===== src/rtl/chrom_serial_loader_pkg.sv =====
// Shared parameter set and loader-state type for the evolvable LUT grid
// genotype path (loader and GA controller).
package chrom_serial_loader_pkg;

    localparam int ROW   = 4;                   // grid rows
    localparam int COL   = 4;                   // grid columns
    localparam int IN    = 4;                   // circuit inputs (parameter-set consistency)
    localparam int OUT   = 2;                   // circuit outputs = number of selectors

    localparam int SELW  = $clog2(ROW * COL);   // selector width
    localparam int CELLW = ROW * COL * 16;      // truth-table payload bits
    localparam int TOTAL = CELLW + OUT * SELW;  // payload bits per frame

    typedef enum logic [1:0] {
        LD_IDLE   = 2'd0,
        LD_SHIFT  = 2'd1,
        LD_CHECK  = 2'd2,
        LD_COMMIT = 2'd3
    } loader_state_t;

endpackage


===== src/rtl/chrom_serial_loader_sel_check.sv =====
// chrom_sel_check: combinational range check of every output-mux selector
// against the number of grid cells. Flags the frame if any selector points
// past the last cell.
module chrom_sel_check #(
    parameter int NSEL  = 2,
    parameter int SELW  = 4,
    parameter int LIMIT = 16
) (
    input  logic [NSEL-1:0][SELW-1:0] sel,
    output logic                      bad
);

    // One extra bit so LIMIT == 2**SELW is representable.
    localparam logic [SELW:0] LIM = (SELW + 1)'(LIMIT);

    // Any out-of-range selector rejects the whole genotype.
    always_comb begin
        // NOTE: defaulting every comb output before the loop keeps this block free of latches.
        bad = 1'b0;
        for (int i = 0; i < NSEL; i++) begin
            if ({1'b0, sel[i]} >= LIM) begin
                bad = 1'b1;
            end
        end
    end

endmodule


===== src/rtl/chrom_serial_loader.sv =====
// chrom_serial_loader: serial-to-parallel genotype loader for the evolvable
// LUT grid. Bits are shifted into a shadow register; only a complete frame
// that passes the checks is copied to the committed outputs, so the grid
// never observes a partial genotype.
// Optional feature: define CHROM_PARITY_EN to append one even-parity bit to
// every frame and reject frames whose parity does not match.
module chrom_serial_loader
    import chrom_serial_loader_pkg::*;
#(
    parameter int ROW = chrom_serial_loader_pkg::ROW,
    parameter int COL = chrom_serial_loader_pkg::COL,
    parameter int OUT = chrom_serial_loader_pkg::OUT
) (
    input  logic                                   clk,
    input  logic                                   rst,
    input  logic                                   start,
    input  logic                                   s_valid,
    input  logic                                   s_bit,
    output logic                                   s_ready,
    output logic                                   busy,
    output logic                                   done,
    output logic                                   err,
    output logic                                   chrom_valid,
    output logic [ROW-1:0][COL-1:0][15:0]          saidas_LE,
    output logic [OUT-1:0][$clog2(ROW*COL)-1:0]    out_chrom
);

    localparam int SELW  = $clog2(ROW * COL);
    localparam int CELLW = ROW * COL * 16;
    localparam int TOTAL = CELLW + OUT * SELW;
`ifdef CHROM_PARITY_EN
    localparam int FRAME = TOTAL + 1;
`else
    localparam int FRAME = TOTAL;
`endif
    localparam int CNTW  = $clog2(TOTAL + 2);

    loader_state_t    state;
    loader_state_t    state_nxt;
    logic [CNTW-1:0]  cnt;
    logic [TOTAL-1:0] shadow;
    logic             accept;
    logic             last_bit;
    logic             shift_en;
    logic             sel_bad;
    logic             frame_bad;
    logic             commit;

    // Restart has priority over a bit offered in the same cycle.
    assign accept   = (state == LD_SHIFT) && s_valid && !start;
    assign last_bit = accept && (cnt == CNTW'(FRAME - 1));
    // The trailing parity bit (when present) never enters the shadow register.
    assign shift_en = accept && (cnt < CNTW'(TOTAL));

    chrom_sel_check #(
        .NSEL  (OUT),
        .SELW  (SELW),
        .LIMIT (ROW * COL)
    ) u_sel_check (
        .sel (shadow[TOTAL-1:CELLW]),
        .bad (sel_bad)
    );

`ifdef CHROM_PARITY_EN
    logic par_acc;  // XOR of every accepted bit, parity bit included; 0 when even
    assign frame_bad = sel_bad | par_acc;
`else
    assign frame_bad = sel_bad;
`endif

    assign commit = (state == LD_CHECK) && !start && !frame_bad;

    // State register.
    always_ff @(posedge clk) begin
        // NOTE: sequential state uses non-blocking assignments so every register samples pre-edge values.
        if (rst) begin
            state <= LD_IDLE;
        end else begin
            state <= state_nxt;
        end
    end

    // Next-state logic: start restarts the frame except during COMMIT.
    always_comb begin
        state_nxt = state;
        unique case (state)
            LD_IDLE:   if (start) state_nxt = LD_SHIFT;
            LD_SHIFT:  begin
                if (start)         state_nxt = LD_SHIFT;
                else if (last_bit) state_nxt = LD_CHECK;
            end
            LD_CHECK:  begin
                if (start)          state_nxt = LD_SHIFT;
                else if (frame_bad) state_nxt = LD_IDLE;
                else                state_nxt = LD_COMMIT;
            end
            LD_COMMIT: state_nxt = LD_IDLE;
            default:   state_nxt = LD_IDLE;
        endcase
    end

    // Output decode from the current state.
    always_comb begin
        s_ready = (state == LD_SHIFT);
        busy    = (state == LD_SHIFT) || (state == LD_CHECK);
        done    = (state == LD_COMMIT);
        err     = (state == LD_CHECK) && !start && frame_bad;
    end

    // Datapath: bit counter, shadow shift register and committed genotype.
    // The copy happens on entry to COMMIT so outputs and done appear together.
    always_ff @(posedge clk) begin
        if (rst) begin
            cnt         <= '0;
            shadow      <= '0;
            saidas_LE   <= '0;
            out_chrom   <= '0;
            chrom_valid <= 1'b0;
`ifdef CHROM_PARITY_EN
            par_acc     <= 1'b0;
`endif
        end else begin
            if (start && (state != LD_COMMIT)) begin
                cnt <= '0;
`ifdef CHROM_PARITY_EN
                par_acc <= 1'b0;
`endif
            end else if (accept) begin
                if (cnt != CNTW'(FRAME)) begin
                    cnt <= cnt + CNTW'(1);
                end
`ifdef CHROM_PARITY_EN
                par_acc <= par_acc ^ s_bit;
`endif
                if (shift_en) begin
                    shadow <= {s_bit, shadow[TOTAL-1:1]};
                end
            end
            if (commit) begin
                saidas_LE   <= shadow[CELLW-1:0];
                out_chrom   <= shadow[TOTAL-1:CELLW];
                chrom_valid <= 1'b1;
            end
        end
    end

endmodule


===== config.mk =====
export PLATFORM = sky130hd
export DESIGN_NAME = chrom_serial_loader
export DESIGN_NICKNAME = d
export VERILOG_FILES = /design/src/rtl/chrom_serial_loader_pkg.sv /design/src/rtl/chrom_serial_loader_sel_check.sv /design/src/rtl/chrom_serial_loader.sv
export SDC_FILE = /design/constraint.sdc
export NUM_CORES = 1
export LEC_CHECK = 0
export BUFFER_PORTS_ARGS = -buffer_cell sky130_fd_sc_hd__buf_4
export CORE_ASPECT_RATIO = 1.4
export CORE_MARGIN = 1.5
export CORE_UTILIZATION = 45
export CTS_CLUSTER_DIAMETER = 60
export DETAILED_ROUTE_END_ITERATION = 10
export PLACE_DENSITY = 0.65
export SETUP_SLACK_MARGIN = 0.02
export SLEW_MARGIN = 20
export SYNTH_ARGS = -nofsm -noshare
export SYNTH_HDL_FRONTEND = slang
export SYNTH_HIERARCHICAL = 1
export SYNTH_SLANG_ARGS = --single-unit

===== constraint.sdc =====
create_clock -name clk -period 4.2 [get_ports clk]
set_input_delay 0.21 -clock clk [delete_from_list [all_inputs] [get_ports clk]]
set_output_delay 0.21 -clock clk [all_outputs]
set_load 0.02 [all_outputs]

==> impl_metrics.csv <==
group,metric,value,unit
run_status,status,"finished, final reports clean",
global_routing,grt_pass1_vias,13875,
worst_setup_path,endpoint,"shadow[151]",
timing,hold_viol_final,0,
synth,synthArstFlopShare,0,
placement,port_buffers,272,
worst_setup_path,cp-end-kind,"flop",
placement,dpl.hpwl,26700,µm
worst_setup_path,crit_family,"buffers and inverters",
synth,syn_inst,2083,
clock_tree,clock_sink_count,540,
floorplanning,chipHeight,250,µm
global_routing,antenna_found_initial,0,
pwr,power_leakage,10.1,nW
timing,timing.final.crit_share,0.682,
worst_setup_path,crit_slowest_cell,"buf_12",
clock_tree,cts_buffers,50,
pwr,power_frac_clock,0.445,
pwr,p_sw_frac,0.207,
floorplanning,die_area,0.0449,mm²
detailed_routing,vias,14180,
worst_setup_path,reg2reg_to,"shadow[151]",
global_routing,globalRouteOverflowTotal,0,
timing,min_period,2.87,ns
synth,seq_area_frac_synth,0.551,
clock_tree,cts_resized,0,
timing,tns,0,ns
global_routing,grt_max_degree,181,
run,cap_violations,0,
worst_setup_path,crit_buf_inv,3,
worst_setup_path,ff2ff_path_depth,7,
floorplanning,num_rows,90,
worst_setup_path,worst-r2r-setup-slack,1.33,ns
pwr,powerDensity,415,mW/mm²
detailed_routing,wl,41900,µm
pwr,power_frac_seq,0.527,
pwr,vdd_ir_drop_max,0.315,mV
timing,final_max_slew_viol_count,0,
timing,tightest_slew,1.14,ns
pwr,p_int,7.71,mW
detailed_routing,drt_iter0_drc,736,
final_layout,layout_commonest_cell,"dfxtp_1",
global_routing,grt_pass1_wl,68900,µm
worst_setup_path,crit_type,"reg2reg",
worst_setup_path,crit_cells,7,
clock_tree,cts_tree,"built",
detailed_routing,firstDrtPassIters,5,
detailed_routing,drcViolationCount,0,
final_layout,nNetsFinal,2287,
synth,syn-num-nets,2095,
worst_setup_path,slowest_delay,0.57,ns
detailed_routing,wl_per_cell,14.7,µm
final_layout,final_cell_mix,"dfxtp_1 (540), nand2_1 (531), buf_4 (279)",
synth,yosysUniqueCellTypes,38,
timing,rsz0062_at_grt,"no",
synth,synth-edff-count,0,
worst_setup_path,cp_max_fo,131,
final_layout,fill_cells,3917,
detailed_routing,drtAntennaViolNets,0,
floorplanning,die_w,180,µm
worst_setup_path,critPathLaunch,"state[1]",
timing,hold_slack,0.163,ns
worst_setup_path,cp-start-kind,"flop",
placement,place_congestion,0.785,
synth,ys_seq_elements,540,
pwr,power_frac_comb,0.028,
pwr,p_switching,2.01,mW
timing,max_freq,349,MHz
final_layout,num_antenna_cells,0,
timing,finalSetupViolCount,0,
clock_tree,post_cts_buffers,0,
clock_tree,clock_latency,0.56,ns
detailed_routing,vias_per_cell,4.96,
global_routing,track_usage,0.182,
final_layout,areaGrowthSynthToFinish,19.4,%
timing,max_slew_margin,0.241,
worst_setup_path,cp_cell_sequence,"inv_1 > ha_1 > nor2b_1 > nand3_4 > buf_4 > buf_12 > mux2i_1",
clock_tree,h-tree-depth,2,
synth,avgSynthCellArea,9.43,µm²
timing,clock_skew,0.0162,ns
final_layout,fin_util,0.543,
clock_tree,clockRootBuffer,"clkbuf_16",
worst_setup_path,r2r_start,"state[1]",
final_layout,drive_gt1_frac,0.155,
floorplanning,ioPinCount,274,
synth,syn_area,0.0196,mm²
worst_setup_path,required,4.67,ns
synth,synth_ff_type,"dfxtp_1",
clock_tree,clockBufferDepth,3,
worst_hold_path,hp-class,"in2reg",
synth,ys_warn_count,6,
worst_setup_path,crit_arrival,3.34,ns
clock_tree,clkTransAtPathRegs,0.06,ns
floorplanning,core_area,0.0431,mm²
floorplanning,start_util,0.455,
worst reg2reg max path: cells and delay by family, from the launching register on:
kind / cells / cell delay [ns]
fa+ha+maj: 1 / 0.27
buf+inv: 3 / 1.22
flops: 1 / 0.37
mux: 1 / 0.66
simple gates: 2 / 0.26
cells by family (layout without fill, tap and decap cells):
family                   after synthesis  in the layout  synth area share
AND/OR/NAND/NOR                      836            836             0.198
other                                  1              1          0.000191
flip-flops                           540            540             0.551
AO/OA/AOI/OAI                        273            273            0.0706
XOR/XNOR                               7              7           0.00312
adder cells (fa/ha/maj)                7              7           0.00446
buffers and inverters                154            378            0.0379
multiplexers                         265            265             0.135
flip-flops by register name, indices dropped and copies added, names as in the netlist:
signal       count
saidas_LE      256
cnt              9
shadow         264
out_chrom        8
chrom_valid      1
state            2
power groups by stage:
stage | Clock (mW) | Combinational (mW) | Sequential [mW]
floorplan | 0 | 0.236 | 5.24
global placement | 0 | 0.269 | 5.24
detailed placement | 0 | 0.271 | 5.24
CTS | 4.45 | 0.273 | 5.12
global route | 4.65 | 0.291 | 5.12
finish | 4.33 | 0.272 | 5.12
stage by stage:
| stage | setup slack, ns | instances | cell area [µm²] | total power [mW] |
|---|---|---|---|---|
| finish | 1.33 | 2859 | 23400 | 9.72 |
| global route | 1.23 | 2859 | 23400 | 10.1 |
| CTS | 1.44 | 2859 | 23400 | 9.85 |
| detailed placement | 1.45 | 2773 | 21900 | 5.51 |
| global placement | 1.52 | 2773 | 21900 | 5.51 |
| floorplan | 2.45 | 2083 | 19600 | 5.47 |
synth_stat cells, types with 2 or more instances:
master,instances,area (µm²)
buf_6,20,225
clkbuf_1,115,432
dfxtp_1,540,10800
nor4_1,2,12.5
nor2b_1,3,18.8
buf_2,9,45.0
buf_1,4,15.0
xor2_1,3,26.3
nand2b_1,267,1670
mux2i_1,265,2650
xnor2_1,4,35.0
and4b_1,2,20.0
nand3b_1,2,15.0
nand3_1,5,25.0
inv_1,5,18.8
nand2_1,531,1990
and3b_1,2,17.5
ha_1,7,87.6
a21oi_1,266,1330
nor2_1,13,48.8
routing by layer:
| layer | GRT usage | wire length, µm | vias up |
|---|---|---|---|
| li1 | - | - | 7196 |
| met1 | 0.219 | 18000 | 6667 |
| met2 | 0.325 | 21100 | 258 |
| met3 | 0.0372 | 1950 | 59 |
| met4 | 0.0524 | 878 | 0 |
| met5 | 0 | 0 | - |
area by class of cell:
type	count	area [µm²]	share of cell area
multi-input combinational	1389	8100	0.346
sequential	540	10800	0.461
timing repair buffer	289	2270	0.0968
clock inverter	6	61.3	0.00262
inverter	5	18.8	0.000801
clock buffer	78	1490	0.0635
tap	552	691	0.0295
what timing repair did:
action                     4_1_cts  5_1_grt
setup endpoints to repair        0        0
hold buffers                     2        0
hold endpoints to repair         2        0
worst min-delay path by stage:
stage                      startpoint        endpoint  slack [ns]  cells after the start
after floorplan                 s_bit     shadow[263]        0.37                      2
after global placement    shadow[167]  saidas_LE[167]        0.44                      2
after detailed placement  shadow[200]  saidas_LE[200]        0.44                      2
after CTS                     s_valid          cnt[7]        0.13                      5
after global routing          s_valid          cnt[7]        0.16                      5
final                         s_valid          cnt[7]        0.16                      5
Note: power is estimated with default switching activity, not from simulation.
